--- src/rtl/wb_gpio_ctrl.sv ---
// Wishbone-slave GPIO bank: output data/enable registers, synchronised inputs,
// and per-pin rise/fall edge interrupts with write-1-to-clear status.
module wb_gpio_ctrl #(
  parameter int          N_PINS      = 38,
  parameter logic [31:0] BASE_ADDR   = 32'h3000_0000,
  parameter int          SYNC_STAGES = 2
) (
  input  logic              clk_i,
  input  logic              rst_ni,
  input  logic              wbs_stb_i,
  input  logic              wbs_cyc_i,
  input  logic              wbs_we_i,
  input  logic [3:0]        wbs_sel_i,
  input  logic [31:0]       wbs_dat_i,
  input  logic [31:0]       wbs_adr_i,
  output logic              wbs_ack_o,
  output logic [31:0]       wbs_dat_o,
  input  logic [N_PINS-1:0] gpio_i,
  output logic [N_PINS-1:0] gpio_o,
  output logic [N_PINS-1:0] gpio_oeb_no,
  output logic              irq_o
);

  localparam logic [63:0] PIN_MASK  = (N_PINS >= 64) ? {64{1'b1}} : ((64'd1 << N_PINS) - 64'd1);
  localparam int          GW        = $clog2(SYNC_STAGES + 2);
  localparam logic [GW-1:0] GUARD_END = GW'(SYNC_STAGES + 1);

  localparam logic [2:0] REG_DIN  = 3'd0;
  localparam logic [2:0] REG_DOUT = 3'd1;
  localparam logic [2:0] REG_OE   = 3'd2;
  localparam logic [2:0] REG_RISE = 3'd3;
  localparam logic [2:0] REG_FALL = 3'd4;
  localparam logic [2:0] REG_STAT = 3'd5;
  localparam logic [2:0] REG_SET  = 3'd6;
  localparam logic [2:0] REG_CLR  = 3'd7;

  logic [N_PINS-1:0] sync_q [SYNC_STAGES];
  logic [N_PINS-1:0] prev_q;
  logic [63:0]       data_out_q, oe_q, rise_en_q, fall_en_q, status_q;
  logic [GW-1:0]     guard_q;
  logic              ack_q;
  logic [31:0]       dat_q;
  logic              irq_q;

  // Handshake: a request (cyc & stb & window hit) is accepted on the edge
  // where ack is low; ack is then high for exactly one cycle, carrying read
  // data, and the master must drop or change its request before the next
  // edge to avoid a second access.
  logic        hit, access, wr, in_map, hi;
  logic [2:0]  reg_sel;
  logic [31:0] lane_mask;
  logic [63:0] wmask, wbits;
  logic [63:0] din64, rise64, fall64, edge_ev;
  logic [63:0] data_out_d, status_d, rdata64;
  logic [31:0] rdata32;
  logic        unused_bits;

  assign unused_bits = &{1'b0, wbs_adr_i[1:0]};

  assign hit       = (wbs_adr_i[31:8] == BASE_ADDR[31:8]);
  assign access    = wbs_cyc_i & wbs_stb_i & hit & ~ack_q;
  assign wr        = access & wbs_we_i;
  assign in_map    = (wbs_adr_i[7:6] == 2'b00);
  assign reg_sel   = wbs_adr_i[5:3];
  assign hi        = wbs_adr_i[2];
  assign lane_mask = {{8{wbs_sel_i[3]}}, {8{wbs_sel_i[2]}}, {8{wbs_sel_i[1]}}, {8{wbs_sel_i[0]}}};
  assign wmask     = (hi ? {lane_mask, 32'h0} : {32'h0, lane_mask}) & PIN_MASK;
  assign wbits     = {wbs_dat_i, wbs_dat_i} & wmask;

  always_comb begin
    din64  = '0;
    rise64 = '0;
    fall64 = '0;
    din64[N_PINS-1:0]  = sync_q[SYNC_STAGES-1];
    rise64[N_PINS-1:0] = sync_q[SYNC_STAGES-1] & ~prev_q;
    fall64[N_PINS-1:0] = ~sync_q[SYNC_STAGES-1] & prev_q;
  end

  // Edges are ignored until the synchroniser has flushed its reset zeros.
  assign edge_ev = (guard_q == GUARD_END) ? ((rise64 & rise_en_q) | (fall64 & fall_en_q)) : '0;

  always_comb begin
    data_out_d = data_out_q;
    status_d   = status_q;
    if (wr && in_map) begin
      case (reg_sel)
        REG_DOUT: data_out_d = (data_out_q & ~wmask) | wbits;
        REG_SET:  data_out_d = data_out_q | wbits;
        REG_CLR:  data_out_d = data_out_q & ~wbits;
        REG_STAT: status_d   = status_q & ~wbits;
        default:  data_out_d = data_out_q;
      endcase
    end
    status_d = status_d | edge_ev;
  end

  always_comb begin
    rdata64 = '0;
    case (reg_sel)
      REG_DIN:  rdata64 = din64;
      REG_DOUT: rdata64 = data_out_q;
      REG_OE:   rdata64 = oe_q;
      REG_RISE: rdata64 = rise_en_q;
      REG_FALL: rdata64 = fall_en_q;
      REG_STAT: rdata64 = status_q;
      default:  rdata64 = '0;
    endcase
    rdata32 = hi ? rdata64[63:32] : rdata64[31:0];
    if (!in_map) rdata32 = '0;
  end

  always_ff @(posedge clk_i or negedge rst_ni) begin
    if (!rst_ni) begin
      for (int i = 0; i < SYNC_STAGES; i++) sync_q[i] <= '0;
      prev_q     <= '0;
      data_out_q <= '0;
      oe_q       <= '0;
      rise_en_q  <= '0;
      fall_en_q  <= '0;
      status_q   <= '0;
      guard_q    <= '0;
      ack_q      <= 1'b0;
      dat_q      <= '0;
      irq_q      <= 1'b0;
    end else begin
      sync_q[0] <= gpio_i;
      for (int i = 1; i < SYNC_STAGES; i++) sync_q[i] <= sync_q[i-1];
      prev_q <= sync_q[SYNC_STAGES-1];
      if (guard_q != GUARD_END) guard_q <= guard_q + GW'(1);

      data_out_q <= data_out_d;
      status_q   <= status_d;
      if (wr && in_map && reg_sel == REG_OE)   oe_q      <= (oe_q & ~wmask) | wbits;
      if (wr && in_map && reg_sel == REG_RISE) rise_en_q <= (rise_en_q & ~wmask) | wbits;
      if (wr && in_map && reg_sel == REG_FALL) fall_en_q <= (fall_en_q & ~wmask) | wbits;

      ack_q <= access;
      dat_q <= (access && !wbs_we_i) ? rdata32 : 32'h0;
      irq_q <= |status_q;
    end
  end

  assign wbs_ack_o   = ack_q;
  assign wbs_dat_o   = dat_q;
  assign gpio_o      = data_out_q[N_PINS-1:0];
  assign gpio_oeb_no = ~oe_q[N_PINS-1:0];
  assign irq_o       = irq_q;

endmodule

--- config.mk ---
export PLATFORM = sky130hd
export DESIGN_NAME = wb_gpio_ctrl
export DESIGN_NICKNAME = d
export VERILOG_FILES = /design/src/rtl/wb_gpio_ctrl.sv
export SDC_FILE = /design/constraint.sdc
export NUM_CORES = 1
export LEC_CHECK = 0
export ABC_CLOCK_PERIOD_IN_PS = 5600
export CAP_MARGIN = 40
export CORE_MARGIN = 2
export CORE_UTILIZATION = 46
export DETAILED_ROUTE_END_ITERATION = 8
export PLACE_DENSITY = 0.67
export REMOVE_ABC_BUFFERS = 1
export SYNTH_ARGS = -nofsm -noshare
export SYNTH_HDL_FRONTEND = slang
export SYNTH_SLANG_ARGS = --single-unit
--- constraint.sdc ---
create_clock -name clk_i -period 5.6 [get_ports clk_i]
set_input_delay 1.12 -clock clk_i [delete_from_list [all_inputs] [get_ports clk_i]]
set_output_delay 1.12 -clock clk_i [all_outputs]
set_load 0.005 [all_outputs]
# Yosys cells after proc, flatten, opt, wreduce, memory -nomap -nowiden
# Index checks and enable logic that the tools add are counted.
# classes
n_bitwise,28
muxes,9
add_sub_neg,1
n_eq_ne,10
reduce_logical,11
# op_table
cell,n
$or A64 B64 Y64,7
$and A64 B64 Y64,6
$pmux W64 S6,1
$mux W64,3
$pmux W64 S3,1
$and A38 B64 Y64,2
$not A38 Y38,3
$mux W32,3
$and A38 B38 Y38,2
$and A64 B38 Y64,1
$not A38 Y64,1
$not A64 Y64,1
$reduce_or A64 Y1,1
$mux W38,1
$eq A24 B22 Y1 const B,1
$eq A3 B3 Y1 const B,4
$eq A3 B2 Y1 const B,2
$logic_and A1 B1 Y1,5
$and A1 B1 Y1,4
$eq A3 B1 Y1 const B,1
$logic_not A3 Y1,1
$reduce_bool A3 Y1,1
$add A2 B1 Y2 const B,1
$eq A2 B2 Y1 const B,1
other kinds (5),5
# totals
output_inout_bits,110
in_bits,111
reg_bits,470
wordCells,71

# Depth between registers and ports, before layout
# Gate-level depths: netlist of the first run.
# logic_depth
word_depth,7
ltp_mapped,8
ltp_nobuf,4

# Worst setup path before layout of the first run
# No wires, ideal clock.
# synth_timing
path_type,in2reg
startpoint,input wbs_adr_i[18]
endpoint,register with a tool-made name
setup_slack_ns,2.658
t_required_ns,5.475
t_arrival_ns,2.817
setup_ns,0.125
path_stages,6
cell_sequence,nor4_1 nand4_1 buf_2 buf_6 nor4_4 mux2_2
# synth_lines
element,line_no,source
start: declaration,15,"input logic [31:0] wbs_adr_i,"

==> flow_summary_export.csv, run 1 <==
group,metric,value,unit
route,drc,0,
floorplan,die_x,182,µm
timing,slew_violations,0,
synth,syn_inst,1237,
floorplan,core_area,0.0314,mm²
critical_path,arrival,3.95,ns
pwr,leakage,7.70,nW
synth,yosys.area.top_type,"dfrtp_1",
route,vias,11341,
synth,ys_warn_count,0,
floorplan,start_util,0.465,
critical_path,path_max_fanout,96,
floorplan,dieArea,0.0332,mm²
cts,path_clk_slew,0.06,ns
cts,clock_path_buffers,3,
floorplan,pin_count,221,
placed_design,dpl_cell_area,0.0173,mm²
synth,netlist_area,0.0146,mm²
cts,clock-root-buffer,"clkbuf_16",
global_routing,grt_util_all_layers,0.255,
synth,ys_seq_elements,340,
synth,synth-async-reset-ratio,1.00,
critical_path,critPathKind,"in2reg",
cts,post_cts_buffers,0,
timing,fin_worst_skew,0.0143,ns
timing,worstMarginPinSlew,0.954,ns
flow_run,maxCapViolCount,0,
cts,cts_tree,"yes",
global_routing,gr-total-overflow,0,
synth,synth_edf_count,0,
cells_and_area,n_fill_cell,2564,
cts,clk_latency,0.52,ns
cts,ctsResizeCount,0,
cts,numCtsBuffers,38,
route,routedWlPerCell,22.7,µm
synth,synth_ff_type,"dfrtp_1",
timing,hold_viol,0,
critical_path,crit_required,6.00,ns
hold_path,hold_class,"reg2reg",
timing,rsz0062_at_grt,"false",
cells_and_area,syn2layout_area_growth,26.4,%
timing,finalCritPeriodShare,0.633,
global_routing,antenna_found_initial,1,
timing,setup_viol,0,
cells_and_area,nNetsFinal,1543,
global_routing,grt_pass1_vias,11351,
synth,synth_top_area_frac,0.583,
synth,synth.area.top_cells,"dfrtp_1 (58%), mux2_2 (8.3%), a22oi_1 (5.9%)",
timing,max-slew-margin-rel,0.364,
critical_path,startpoint_type,"input port",
critical_path,end_kind,"flip-flop",
route,viasPerCell,6.10,
placed_design,pre_cts_ws,1.61,ns
placed_design,dp_hpwl,26.9,mm
route,final_antenna_net_count,0,
floorplan,rows,65,
cts,htreeDepth,2,
cells_and_area,drive_gt1_frac,0.144,
run_status,outcome,"complete, no violations",
cts,cts_hold_buf,0,
global_routing,grt_max_degree,127,
pwr,ir_drop,0.188,mV
timing,period_minus_slack,3.55,ns
synth,syn_avg_cell_area,11.8,µm²
timing,timing.final.ws_setup,2.05,ns
placed_design,port_buffers,218,
route,drt-total-wl,42.2,mm
timing,hold_ws,0.342,ns
global_routing,grt_pass1_wl,65.7,mm
floorplan,die_y,182,µm
timing,fmax,0.282,GHz
route,dr.pass1.iters,5,
cts,clock-sinks,340,
placed_design,gp_congestion,0.826,
synth,synth.most_common_cell,"dfrtp_1",
synth,ys_seq_area_frac,0.583,
synth,synthTopCellsByCount,"dfrtp_1 (340), a22oi_1 (114), mux2_2 (107)",
cells_and_area,postLayoutCellArea,0.0184,mm²
route,drt_iter0_drc,909,
pwr,pwr_density_cell,292,mW/mm²
synth,ys_types,37,
cells in the final DEF, fill, tap and decap left out, types with 39 or more instances in the layout:
cell | synthesis | final
clkbuf_16 | 0 | 39
nand3b_1 | 47 | 47
dfrtp_1 | 340 | 340
nand2_1 | 58 | 57
a22oi_1 | 114 | 114
o21ai_0 | 49 | 49
nand3_1 | 52 | 52
a22o_1 | 41 | 41
or4_1 | 46 | 46
clkdlybuf4s50_1 | 0 | 217
inv_1 | 77 | 77
mux2_2 | 107 | 107
worst max-delay path: stages:
cell and delay, ns:
clkdlybuf4s50_1 0.48, nor4bb_1 0.32, nand4_1 0.32, buf_12 0.33, or4_1 0.89, mux2_2 0.39
through the flow:
stage          setup TNS (ns)  power, mW  utilization  std cells
3_5_place_dp                0       3.05        0.550       1793
4_1_cts                     0       5.43        0.588       1858
2_1_floorplan          -0.262       2.75            -       1142
5_1_grt                     0       5.58        0.588       1859
6_report                    0       5.39        0.588       1859
3_3_place_gp                0       3.04        0.547       1787
final timing paths:
check / start / to / slack (ns) / depth (start not counted)
setup reg to reg: wbs_ack_o / flip-flop / 2.77 / 5
min in group asynchronous: rst_ni / sync_q[70] / 0.71 / 1
max in group asynchronous: rst_ni / prev_q[12] / 3.74 / 2
setup / recovery: wbs_stb_i / flip-flop / 2.05 / 6
hold / removal: sync_q[56] / din64[18] / 0.34 / 0
hold reg to reg: sync_q[56] / din64[18] / 0.34 / 0
area by class of cell:
class | count | area, µm² | area share
sequential | 340 | 8510 | 0.461
multi-input combinational | 725 | 5440 | 0.295
timing repair buffer | 249 | 2520 | 0.137
clock buffer | 57 | 1110 | 0.0604
tap | 402 | 503 | 0.0273
inverter | 77 | 289 | 0.0157
clock inverter | 8 | 68.8 | 0.00373
antenna | 1 | 2.50 | 0.000136
layer usage:
metal / vias up / global-route usage / share of wire
li1: 5036 / - / -
met1: 5774 / 0.362 / 0.44
met2: 460 / 0.406 / 0.47
met3: 71 / 0.0469 / 0.068
met4: 0 / 0.0674 / 0.022
met5: - / 0 / 0
power breakdown:
group	internal (mW)	switching (mW)	leakage (nW)
sequential	2.53	0.0598	4.40
combinational	0.198	0.216	2.72
clock	1.41	0.965	0.586
cell families (layout without fill, tap and decap cells):
family / after synthesis / after routing / share of synthesized area
AO/OA/AOI/OAI: 311 / 311 / 0.159
other: 0 / 1 / 0
XOR/XNOR: 1 / 1 / 0.000600
flip-flops: 340 / 340 / 0.583
AND/OR/NAND/NOR: 297 / 297 / 0.122
multiplexers: 115 / 115 / 0.0880
adder cells (fa/ha/maj): 1 / 1 / 0.000857
buffers and inverters: 172 / 391 / 0.0462
No activity file was read; power rests on OpenSTA's default activity.
==> run 2: changes to the inputs <==
--- a/config.mk
+++ b/config.mk
@@ -5,7 +5,7 @@
 export SDC_FILE = /design/constraint.sdc
 export NUM_CORES = 1
 export LEC_CHECK = 0
-export ABC_CLOCK_PERIOD_IN_PS = 5600
+export ABC_CLOCK_PERIOD_IN_PS = 3400
 export CAP_MARGIN = 40
 export CORE_MARGIN = 2
 export CORE_UTILIZATION = 46
==> constraint.sdc (replaced) <==
create_clock -name clk_i -period 3.4 [get_ports clk_i]
set_input_delay 0.68 -clock clk_i [delete_from_list [all_inputs] [get_ports clk_i]]
set_output_delay 0.68 -clock clk_i [all_outputs]
set_load 0.005 [all_outputs]
==> flow_summary_export.csv, run 2 (same netlist as run 1, synthesis figures left out) <==
group,metric,value,unit
floorplan,rows,65,
cts,clock-sinks,340,
floorplan,core_area,0.0314,mm²
cts,path_clk_slew,0.06,ns
critical_path,crit_required,3.80,ns
route,viasPerCell,6.06,
cts,numCtsBuffers,37,
hold_path,hold_class,"in2async",
global_routing,grt_pass1_vias,11524,
route,dr.pass1.iters,5,
floorplan,die_y,182,µm
cts,cts_tree,"yes",
global_routing,grt_util_all_layers,0.258,
route,vias,11469,
timing,max-slew-margin-rel,0.464,
placed_design,dp_hpwl,28.1,mm
cells_and_area,drive_gt1_frac,0.168,
critical_path,startpoint_type,"input port",
timing,finalCritPeriodShare,0.797,
global_routing,grt_max_degree,89,
floorplan,dieArea,0.0332,mm²
cells_and_area,final_common_cell,"dfrtp_1",
timing,timing.final.ws_setup,0.690,ns
route,drc,0,
cells_and_area,multi_input_area,0.00544,mm²
pwr,leakage,7.93,nW
cells_and_area,fin_util,0.601,
cts,ctsResizeCount,0,
timing,fmax,0.369,GHz
pwr,ir_drop,0.334,mV
cts,clk_latency,0.52,ns
route,final_antenna_net_count,0,
cts,clock-root-buffer,"clkbuf_16",
cts,htreeDepth,2,
cells_and_area,n_fill_cell,2558,
cts,clock_path_buffers,3,
run_status,outcome,"complete, no violations",
route,drt_iter0_drc,1054,
timing,setup_viol,0,
pwr,pwr_density_cell,486,mW/mm²
global_routing,antenna_found_initial,2,
timing,worstMarginPinSlew,0.801,ns
floorplan,start_util,0.465,
placed_design,pre_cts_ws,0.182,ns
timing,hold_ws,0.161,ns
floorplan,pin_count,221,
critical_path,critPathKind,"in2reg",
flow_run,maxCapViolCount,0,
timing,slew_violations,0,
placed_design,gp_congestion,0.845,
cells_and_area,register_area,0.00851,mm²
cts,cts_hold_buf,0,
critical_path,arrival,3.11,ns
cells_and_area,nNetsFinal,1576,
timing,hold_viol,0,
route,drt-total-wl,42.9,mm
timing,fin_worst_skew,0.0207,ns
placed_design,port_buffers,218,
cts,post_cts_buffers,0,
route,routedWlPerCell,22.7,µm
global_routing,grt_pass1_wl,66.4,mm
floorplan,die_x,182,µm
global_routing,gr-total-overflow,0,
critical_path,end_kind,"flip-flop",
timing,rsz0062_at_grt,"false",
cells_and_area,final_cell_mix,"dfrtp_1 (340), clkdlybuf4s50_1 (217), a22oi_1 (114), mux2_2 (107), inv_1 (77)",
timing,period_minus_slack,2.71,ns
cells_and_area,syn2layout_area_growth,29.2,%
critical_path,path_max_fanout,49,
[run 2: changes by cell type in the layout (fill, tap and decap cells not counted), moves of 2 or more]
cell,delta
clkbuf_8,+5
bufinv_16,+2
buf_12,+6
buf_4,+32
clkinv_2,-2
clkbuf_1,-6
[run 2: per-layer routing]
layer / wire, µm / global-route usage / part of all wire / vias up
li1: - / - / - / 5094
met1: 18800 / 0.368 / 0.44 / 5796
met2: 20000 / 0.400 / 0.47 / 500
met3: 3090 / 0.0511 / 0.072 / 77
met4: 1030 / 0.0842 / 0.024 / 2
met5: 10 / 0 / 0.00023 / -
[run 2: area by class of cell]
cell class,count,area share
Sequential cell,340,0.451
Inverter,77,0.0153
Clock buffer,56,0.0615
Tap cell,402,0.0267
Timing Repair Buffer,283,0.150
Clock inverter,9,0.00677
Multi-Input combinational cell,725,0.289
Antenna cell,2,0.000265
[run 2: path summary, 6_finish.rpt]
path / from / to / slack, ns / cells past startpoint
max in group asynchronous: rst_ni / sync_q[52] / 2.29 / 2
max: wbs_stb_i / wbs_dat_o[9] / 0.69 / 7
min in group clk_i: sync_q[69] / din64[31] / 0.34 / 0
min reg2reg: sync_q[69] / din64[31] / 0.34 / 0
min: rst_ni / data_out_q[36] / 0.16 / 1
max reg2reg: wbs_ack_o / wbs_dat_o[9] / 0.99 / 6
[run 2: power by group]
| group | switching [mW] | internal, mW | total, mW |
|---|---|---|---|
| Sequential | 0.103 | 4.17 | 4.27 |
| Combinational | 0.359 | 0.341 | 0.700 |
| Clock | 1.60 | 2.58 | 4.18 |
[run 2: worst max-delay path, stage by stage]
cell	delay, ns
clkdlybuf4s50_1	0.48
nor4bb_1	0.35
nand4_1	0.20
buf_12	0.24
or4_1	0.57
buf_4	0.26
a31oi_1	0.30
[run 2: per-stage QoR]
stage	power, mW	TNS (ns)	std cells	instance area (µm²)
6_report	9.16	0	1894	18900
5_1_grt	9.49	0	1892	18900
4_1_cts	9.23	0	1892	18900
3_5_place_dp	5.05	0	1827	17600
3_3_place_gp	5.03	0	1827	17600
2_1_floorplan	4.53	-307.24	1142	14200
